## src/rtl/kf_pkg.sv

```systemverilog
// Shared definitions for the kf_top measurement feeder: default widths, the
// sequencer FSM states and the two's-complement / sign-magnitude conversions.
package kf_pkg;

    localparam int KF_W     = 24;
    localparam int KF_FRAC  = 14;
    localparam int KF_ADDRW = 5;

    typedef enum logic [2:0] {
        IDLE,
        LOAD,
        WAIT,
        READ1,
        READ2,
        OUT
    } kf_state_t;

    // The most negative two's-complement value has no sign-magnitude twin, so it saturates.
    function automatic logic [KF_W-1:0] tc2sm(input logic [KF_W-1:0] v);
        logic [KF_W-1:0] neg;
        neg = -v;
        if (!v[KF_W-1]) begin
            return v;
        end
        if (v[KF_W-2:0] == '0) begin
            return '1;
        end
        return {1'b1, neg[KF_W-2:0]};
    endfunction

    function automatic logic [KF_W-1:0] sm2tc(input logic [KF_W-1:0] v);
        logic [KF_W-1:0] mag;
        mag = {1'b0, v[KF_W-2:0]};
        return v[KF_W-1] ? -mag : mag;
    endfunction

endpackage

```

## src/rtl/kf_fmt_conv.sv

```systemverilog
// Combinational number-format converter; TO_SM selects two's complement to
// sign-magnitude (with saturation) or sign-magnitude back to two's complement.
module kf_fmt_conv
    import kf_pkg::*;
#(
    parameter int W     = KF_W,
    parameter bit TO_SM = 1'b1
) (
    input  logic [W-1:0] din,
    output logic [W-1:0] dout
);

    logic [W-1:0] mag;

    always_comb begin
        if (TO_SM) begin
            mag = din[W-1] ? -din : din;
            // Negating -2^(W-1) wraps back onto itself, which is the only case leaving the MSB set.
            if (din[W-1] && mag[W-1]) begin
                dout = '1;
            end else begin
                dout = {din[W-1], mag[W-2:0]};
            end
        end else begin
            mag  = {1'b0, din[W-2:0]};
            dout = din[W-1] ? -mag : mag;
        end
    end

endmodule

```

## src/rtl/kf_meas_feeder.sv

```systemverilog
// Host-side sequencer for kf_top: loads six init words, waits for READY, reads x_hat back.
// Optional macro KF_FEEDER_CARRY_EN carries the last read x_hat into the next job's x0 word.
module kf_meas_feeder
    import kf_pkg::*;
#(
    parameter int W       = KF_W,
    parameter int FRAC    = KF_FRAC,
    parameter int ADDRW   = KF_ADDRW,
    parameter int XADDR   = 0,
    parameter int TIMEOUT = 255
) (
    input  logic             clk,
    input  logic             rst,
    input  logic             s_valid,
    output logic             s_ready,
    input  logic [W-1:0]     s_data,
    input  logic [W-1:0]     cfg_phi,
    input  logic [W-1:0]     cfg_q,
    input  logic [W-1:0]     cfg_r,
    input  logic [W-1:0]     cfg_x0,
    input  logic [W-1:0]     cfg_p0,
    output logic             kf_start,
    output logic [W-1:0]     kf_data_in,
    output logic [ADDRW-1:0] kf_dir,
    output logic             kf_write,
    input  logic             kf_ready,
    input  logic [W-1:0]     kf_data_out,
    output logic             m_valid,
    input  logic             m_ready,
    output logic [W-1:0]     m_data,
    output logic             m_err
);

    localparam logic [7:0] TO_LAST = 8'(TIMEOUT - 1);

    if (FRAC >= W - 1) begin : g_bad_frac
        $error("FRAC must leave room for the sign and integer bits");
    end

    kf_state_t      state, state_n;
    logic [2:0]     k, k_n;
    logic [7:0]     wait_cnt, wait_cnt_n;
    logic           seen_busy, seen_busy_n;
    logic [W-1:0]   phi, q, r, x0, p0, y;
    logic [W-1:0]   phi_n, q_n, r_n, x0_n, p0_n, y_n;
    logic           s_ready_n, kf_start_n, m_valid_n, m_err_n;
    logic [W-1:0]   kf_data_in_n, m_data_n;
    logic [ADDRW-1:0] kf_dir_n;
    logic [W-1:0]   y_sm, x_tc, x0_word;

    kf_fmt_conv #(.W(W), .TO_SM(1'b1)) u_tc2sm (.din(s_data),      .dout(y_sm));
    kf_fmt_conv #(.W(W), .TO_SM(1'b0)) u_sm2tc (.din(kf_data_out), .dout(x_tc));

    assign kf_write = 1'b0;

`ifdef KF_FEEDER_CARRY_EN
    logic           first, first_n;
    logic [W-1:0]   carry, carry_n;
    assign x0_word = first ? x0 : carry;
`else
    assign x0_word = x0;
`endif

    always_comb begin
        state_n      = state;
        k_n          = k;
        wait_cnt_n   = wait_cnt;
        seen_busy_n  = seen_busy;
        phi_n        = phi;
        q_n          = q;
        r_n          = r;
        x0_n         = x0;
        p0_n         = p0;
        y_n          = y;
        s_ready_n    = s_ready;
        kf_start_n   = 1'b0;
        kf_data_in_n = kf_data_in;
        kf_dir_n     = kf_dir;
        m_valid_n    = m_valid;
        m_data_n     = m_data;
        m_err_n      = m_err;
`ifdef KF_FEEDER_CARRY_EN
        first_n      = first;
        carry_n      = carry;
`endif
        case (state)
            IDLE: begin
                s_ready_n = 1'b1;
                if (s_valid && s_ready) begin
                    phi_n     = cfg_phi;
                    q_n       = cfg_q;
                    r_n       = cfg_r;
                    x0_n      = cfg_x0;
                    p0_n      = cfg_p0;
                    y_n       = y_sm;
                    s_ready_n = 1'b0;
                    k_n       = 3'd0;
                    state_n   = LOAD;
                end
            end
            LOAD: begin
                kf_start_n = (k == 3'd0);
                case (k)
                    3'd0:    kf_data_in_n = phi;
                    3'd1:    kf_data_in_n = q;
                    3'd2:    kf_data_in_n = r;
                    3'd3:    kf_data_in_n = x0_word;
                    3'd4:    kf_data_in_n = p0;
                    default: kf_data_in_n = y;
                endcase
                k_n = k + 3'd1;
                if (k == 3'd5) begin
                    wait_cnt_n  = '0;
                    seen_busy_n = 1'b0;
                    state_n     = WAIT;
                end
            end
            WAIT: begin
                // A READY left high by the previous job only counts once it has dropped.
                kf_data_in_n = '0;
                if (!kf_ready) begin
                    seen_busy_n = 1'b1;
                end
                if (seen_busy && kf_ready) begin
                    state_n = READ1;
                end else if (wait_cnt == TO_LAST) begin
                    m_valid_n = 1'b1;
                    m_err_n   = 1'b1;
                    m_data_n  = '0;
                    state_n   = OUT;
                end else begin
                    wait_cnt_n = wait_cnt + 8'd1;
                end
            end
            READ1: begin
                kf_dir_n = ADDRW'(XADDR);
                state_n  = READ2;
            end
            READ2: begin
                m_valid_n = 1'b1;
                m_err_n   = 1'b0;
                m_data_n  = x_tc;
`ifdef KF_FEEDER_CARRY_EN
                first_n   = 1'b0;
                carry_n   = kf_data_out;
`endif
                state_n   = OUT;
            end
            OUT: begin
                if (m_ready) begin
                    m_valid_n = 1'b0;
                    s_ready_n = 1'b1;
                    state_n   = IDLE;
                end
            end
            default: state_n = IDLE;
        endcase
    end

    always_ff @(posedge clk or posedge rst) begin
        if (rst) begin
            state      <= IDLE;
            k          <= '0;
            wait_cnt   <= '0;
            seen_busy  <= 1'b0;
            phi        <= '0;
            q          <= '0;
            r          <= '0;
            x0         <= '0;
            p0         <= '0;
            y          <= '0;
            s_ready    <= 1'b0;
            kf_start   <= 1'b0;
            kf_data_in <= '0;
            kf_dir     <= '0;
            m_valid    <= 1'b0;
            m_data     <= '0;
            m_err      <= 1'b0;
`ifdef KF_FEEDER_CARRY_EN
            first      <= 1'b1;
            carry      <= '0;
`endif
        end else begin
            state      <= state_n;
            k          <= k_n;
            wait_cnt   <= wait_cnt_n;
            seen_busy  <= seen_busy_n;
            phi        <= phi_n;
            q          <= q_n;
            r          <= r_n;
            x0         <= x0_n;
            p0         <= p0_n;
            y          <= y_n;
            s_ready    <= s_ready_n;
            kf_start   <= kf_start_n;
            kf_data_in <= kf_data_in_n;
            kf_dir     <= kf_dir_n;
            m_valid    <= m_valid_n;
            m_data     <= m_data_n;
            m_err      <= m_err_n;
`ifdef KF_FEEDER_CARRY_EN
            first      <= first_n;
            carry      <= carry_n;
`endif
        end
    end

endmodule
```

## config.mk

```make
export PLATFORM = sky130hd
export DESIGN_NAME = kf_meas_feeder
export DESIGN_NICKNAME = d
export VERILOG_FILES = /design/src/rtl/kf_pkg.sv /design/src/rtl/kf_fmt_conv.sv /design/src/rtl/kf_meas_feeder.sv
export SDC_FILE = /design/constraint.sdc
export NUM_CORES = 1
export LEC_CHECK = 0
export CAP_MARGIN = 20
export CORE_MARGIN = 1
export CORE_UTILIZATION = 30
export CTS_CLUSTER_SIZE = 16
export DETAILED_ROUTE_END_ITERATION = 10
export GPL_TIMING_DRIVEN = 0
export PLACE_DENSITY_LB_ADDON = 0.15
export SYNTH_ARGS = -nofsm -noshare
export SYNTH_HDL_FRONTEND = slang
export SYNTH_SLANG_ARGS = --single-unit
```

## constraint.sdc

```tcl
create_clock -name clk -period 8.5 [get_ports clk]
set_input_delay 1.275 -clock clk [delete_from_list [all_inputs] [get_ports clk]]
set_output_delay 1.275 -clock clk [all_outputs]
set_load 0.02 [all_outputs]
```

# After elaboration in Yosys (flattened, before gate mapping)

Cells that the tools add are included.

Bits of input ports: 173
Register bits after elaboration: 211
Output and inout bits: 58
Word-level logic and storage cells: 89

Mux-type cells: 32
Equal/unequal tests: 19
Add/sub/neg operators: 4
Reduce and logical (&&, ||, !) cells: 18

Operators with widths:

| cell                                                 | count |
|---|---|
| 2-to-1 mux 24 bit                                    | 5 |
| case mux 24 bit (5 select lines)                     | 1 |
| case mux 24 bit (2 select lines)                     | 2 |
| 2-to-1 mux 8 bit                                     | 3 |
| negation 23 -> 24 bit                                | 1 |
| negation 24 bit                                      | 1 |
| 2-to-1 mux 3 bit                                     | 6 |
| case mux 3 bit (6 select lines)                      | 1 |
| case mux 8 bit (2 select lines)                      | 1 |
| inequality test 2 bit (second input constant)        | 7 |
| equality test 3 x 2 -> 1 bit (second input constant) | 4 |
| equality test 3 bit (second input constant)          | 4 |
| AND reduction 4 bit                                  | 3 |
| adder 8 x 1 -> 8 bit (second input constant)         | 1 |
| equality test 8 bit (second input constant)          | 1 |
| 2-to-1 mux 1 bit                                     | 8 |
| nonzero test 2 bit                                   | 4 |
| equality test 3 x 1 -> 1 bit (second input constant) | 2 |
| zero test 3 bit                                      | 2 |
| case mux 1 bit (2 select lines)                      | 3 |
| case mux 3 bit (2 select lines)                      | 1 |
| AND reduction 2 bit                                  | 3 |
| AND reduction 3 bit                                  | 2 |
| adder 3 x 1 -> 3 bit (second input constant)         | 1 |
| 4 further kinds                                      | 6 |

# Longest topological paths before layout

Word-level depth: 4
Depth in mapped cells: 10
Mapped depth without buffers: 7

# Cells and area by module

A second synthesis with hierarchy kept.

Cells, all modules: 870
Area total of the unflattened synthesis: 10311.1 sq um

Modules (own cells, without submodules):

| module                | instances | area each (sq um) | seq. area each (sq um) | cells each |
|---|---|---|---|---|
| kf_meas_feeder        | 1         | 9061.2            | 5280.1                 | 687 |
| kf_fmt_conv (u_tc2sm) | 1         | 715.7             | 0.0                    | 104 |
| kf_fmt_conv (u_sm2tc) | 1         | 534.3             | 0.0                    | 79 |

# Worst setup path after synthesis

Ideal clock, no wire load.

Path type: input port to flip-flop
From: in s_data[17]
To: reg y[22]
Library setup time: 0.142 ns
Slack: 5.525 ns
Required time: 8.358 ns
Path buffers: 0
Cell stages on the path: 5
Data arrival time: 2.833 ns
Cells stage by stage: or4_4 or3_2 o41a_1 nor4_1 a311oi_1

Longest elaborated chain between the ends: 4

RTL lines:

| element               | RTL line              | text |
|---|---|---|
| from (decl)           | kf_meas_feeder.sv:16  | `input logic [W-1:0] s_data,` |
| negation 24 bit (*)   | kf_fmt_conv.sv:17     | `mag = din[W-1] ? -din : din;` |
| 2-to-1 mux 24 bit (*) | kf_fmt_conv.sv:17     |  |
| logical AND 1 bit     | kf_fmt_conv.sv:19     | `if (din[W-1] && mag[W-1]) begin` |
| 2-to-1 mux 24 bit (*) | kf_fmt_conv.sv:19     |  |
| to (signal assigned)  | kf_meas_feeder.sv:193 | `y <= y_n;` |
| to (decl)             | kf_meas_feeder.sv:44  | `logic [W-1:0] phi, q, r, x0, p0, y;` |

Every way passes the cells marked *; elsewhere a longest branch is shown, timed or not.
A chain may end at the register's enable or synchronous reset.

# Final worst setup path

From: in s_data[3]
To: reg y[17]

Same word-level chain as after synthesis.

==> flow_summary.json <==
{
  "post_cts_buffers": 0,
  "end_kind": "flop",
  "pre_cts_slack_ns": 4.596,
  "wl_per_cell_um": 17.61,
  "status": "completed",
  "placement.io_buffers": 223,
  "layout-drive-gt1-share": 0.05088,
  "hold_end": "y[0]",
  "dp.cells": 1812,
  "worst_pin_slew_ns": 0.8508,
  "grt_pass1_vias": 8695,
  "synth_edf_count": 0,
  "grt_pass1_wl_um": 49470,
  "io_pins": 231,
  "maxCapViolations": 0,
  "clockBufferDepth": 3,
  "dr.pass1.iters": 7,
  "hpwl_um": 24200,
  "period_share": 0.4041,
  "synth_area_sq_um": 9920,
  "peakVddDrop_mv": 0.1704,
  "die_area_sq_um": 33800,
  "finalSetupViolations": 0,
  "synth_seq_area_share": 0.5323,
  "drc_errors": 0,
  "rsz0062_at_grt": "false",
  "path_clk_slew_ns": 0.06,
  "syn_area_per_cell_sq_um": 8.694,
  "r2r_cells": 10,
  "grt_overflow": 0,
  "die_w_um": 183.8,
  "cts_tree": "built",
  "startpoint_type": "input pin",
  "holdPathStages": 2,
  "antenna_found_initial": 0,
  "ant_nets": 0,
  "wirelength_um": 32700,
  "yosys_most_used_dff": "dfrtp_1",
  "core_sq_um": 32540,
  "slew_headroom": 0.4276,
  "hold_class": "reg2reg",
  "grt_usage": 0.1915,
  "fp-row-count": 66,
  "dieHeight_um": 183.8,
  "syn_to_final_growth_pct": 36.98,
  "synth.distinct_cells": 55,
  "postSynthCellCount": 1141,
  "rr_endpoint": "kf_data_in[2]",
  "drt_iter0_drc": 616,
  "yosysWarningCount": 0,
  "cts_resized": 0,
  "place.gp.congestion": 0.8037,
  "p_per_area_nw_per_um2": 348.4,
  "ys_ff_latch": 211,
  "clock.fmax_mhz": 291.1,
  "crit_required_ns": 8.96,
  "fin_util": 0.4176,
  "setup_tns_ns": 0,
  "finalPower_mw": 4.734,
  "rr_startpoint": "k[2]",
  "cts_sinks": 211,
  "synth_async_sr_flop_share": 1.000,
  "vias": 8912,
  "worstSkewPairLatency_ns": 0.53,
  "leakagePower_nw": 6.088,
  "worstHoldStart": "y[0]",
  "hold_viol": 0,
  "fin_ws_ns": 5.065,
  "postCtsHoldBufs": 0,
  "layout_common_cells": "nand2_1 (454), clkdlybuf4s50_1 (223), dfrtp_1 (211), o21ai_0 (97), clkbuf_1 (63)",
  "layoutNonFillerInstCount": 1857,
  "fill_cells": 3364,
  "cts_htree_levels": 1,
  "final.setup_skew_ns": 0.01371,
  "start_util": 0.3049,
  "fin_nets": 1579,
  "crit_fanout": 10,
  "routed_via_density": 4.799,
  "root_buffer": "clkbuf_16",
  "regToRegSetupSlack_ns": 5.33,
  "final_common_cell": "nand2_1",
  "diodes": 0,
  "criticalPathCategory": "in2reg",
  "drv_slew": 0,
  "period_needed_ns": 3.435,
  "cts_made_buffers": 25,
  "grt_max_degree": 109,
  "arrival_ns": 3.89
}
## synth_stat cells (all sizes together), types with 2 or more instances
cell / instances / share of area
a22o: 2 / 0.0018
o21a: 3 / 0.0023
xnor2: 13 / 0.011
and2: 4 / 0.0025
nand3: 12 / 0.0061
a21boi: 2 / 0.0015
dfrtp: 211 / 0.53
or3: 9 / 0.0058
o41a: 2 / 0.0023
mux2i: 2 / 0.0020
xor2: 25 / 0.022
o41ai: 4 / 0.0035
nor4: 10 / 0.0063
or4: 5 / 0.0047
o31a: 5 / 0.0044
or2: 2 / 0.0013
a222oi: 24 / 0.024
nor3: 9 / 0.0062
buf: 13 / 0.0091
clkbuf: 61 / 0.024
nor2b: 4 / 0.0025
a311oi: 3 / 0.0026
ha: 9 / 0.011
a22oi: 24 / 0.018
nor2: 37 / 0.014
o31ai: 12 / 0.0091
nand2: 454 / 0.17
nand4: 3 / 0.0019
o21ai: 97 / 0.049
inv: 13 / 0.0049
a21oi: 50 / 0.028
nand2b: 5 / 0.0032
## power breakdown
part	internal, mW	switching [mW]	total, mW
clock network	0.656	0.438	1.09
logic	0.728	1.15	1.88
registers	1.47	0.286	1.76
## layout make-up
cell class,instances,area (sq um),area share
flip-flops and latches,211,5280,0.3886
multi-input cells,848,4280,0.3150
inverters,13,56.30,0.004144
clock buffers,31,678.2,0.04991
well taps,442,553.0,0.04070
plain buffers,74,329.1,0.02422
clock inverters,14,151.4,0.01114
repair buffers,224,2260,0.1663
## sequential cells by signal, summed over array words and instances, names as in the netlist
| register | count |
|---|---|
| m_err | 1 |
| k | 3 |
| state | 3 |
| x0 | 24 |
| q | 24 |
| s_ready | 1 |
| m_valid | 1 |
| y | 24 |
| kf_start | 1 |
| m_data | 24 |
| seen_busy | 1 |
| p0 | 24 |
| r | 24 |
| phi | 24 |
| wait_cnt | 8 |
| kf_data_in | 24 |
## how the worst max path moves through the flow
| stage | start | end | cells past startpoint |
|---|---|---|---|
| after floorplan | rst | k[0] | 1 |
| after global placement | rst | y[10] | 2 |
| after detailed placement | s_data[3] | y[17] | 7 |
| after CTS | s_data[3] | y[17] | 7 |
| after global routing | s_data[3] | y[20] | 6 |
| final | s_data[3] | y[17] | 7 |
## worst max-delay path: stages
cell	delay (ns)
clkdlybuf4s50_1	0.47
nor4_1	0.76
nand4b_2	0.47
nor3_4	0.50
nor2_2	0.11
buf_6	0.18
a21oi_1	0.12
## cell families (layout without fill, tap and decap cells)
kind of cell,count (synthesis),count (layout),synth area share
AOI/OAI and AO/OA,235,235,0.1521
xor gates and xnor gates,38,38,0.03355
adders and majority gates,9,9,0.01135
buffers and inverters,87,356,0.03809
DFF,211,211,0.5323
muxes,2,2,0.002018
other,1,6,0.0003780
and+or+nand+nor,558,558,0.2302
## routing by layer
metal  share of wire  vias to the layer above  GRT usage
met5               0                        -          0
met4           0.017                        0    0.04033
met3           0.049                       38    0.02615
met2            0.48                      264     0.3159
met1            0.46                     4258     0.2669
li1                -                     4352          -
## through the flow
step / cell area [sq um] / hold WS (ns)
finish: 13590 / 0.4689
global placement: 12720 / 0.4545
detailed placement: 12760 / 0.4592
CTS: 13590 / 0.4735
floorplan: 9938 / 0.4391
global route: 13590 / 0.4837
No activity file was read; power rests on OpenSTA's default activity.
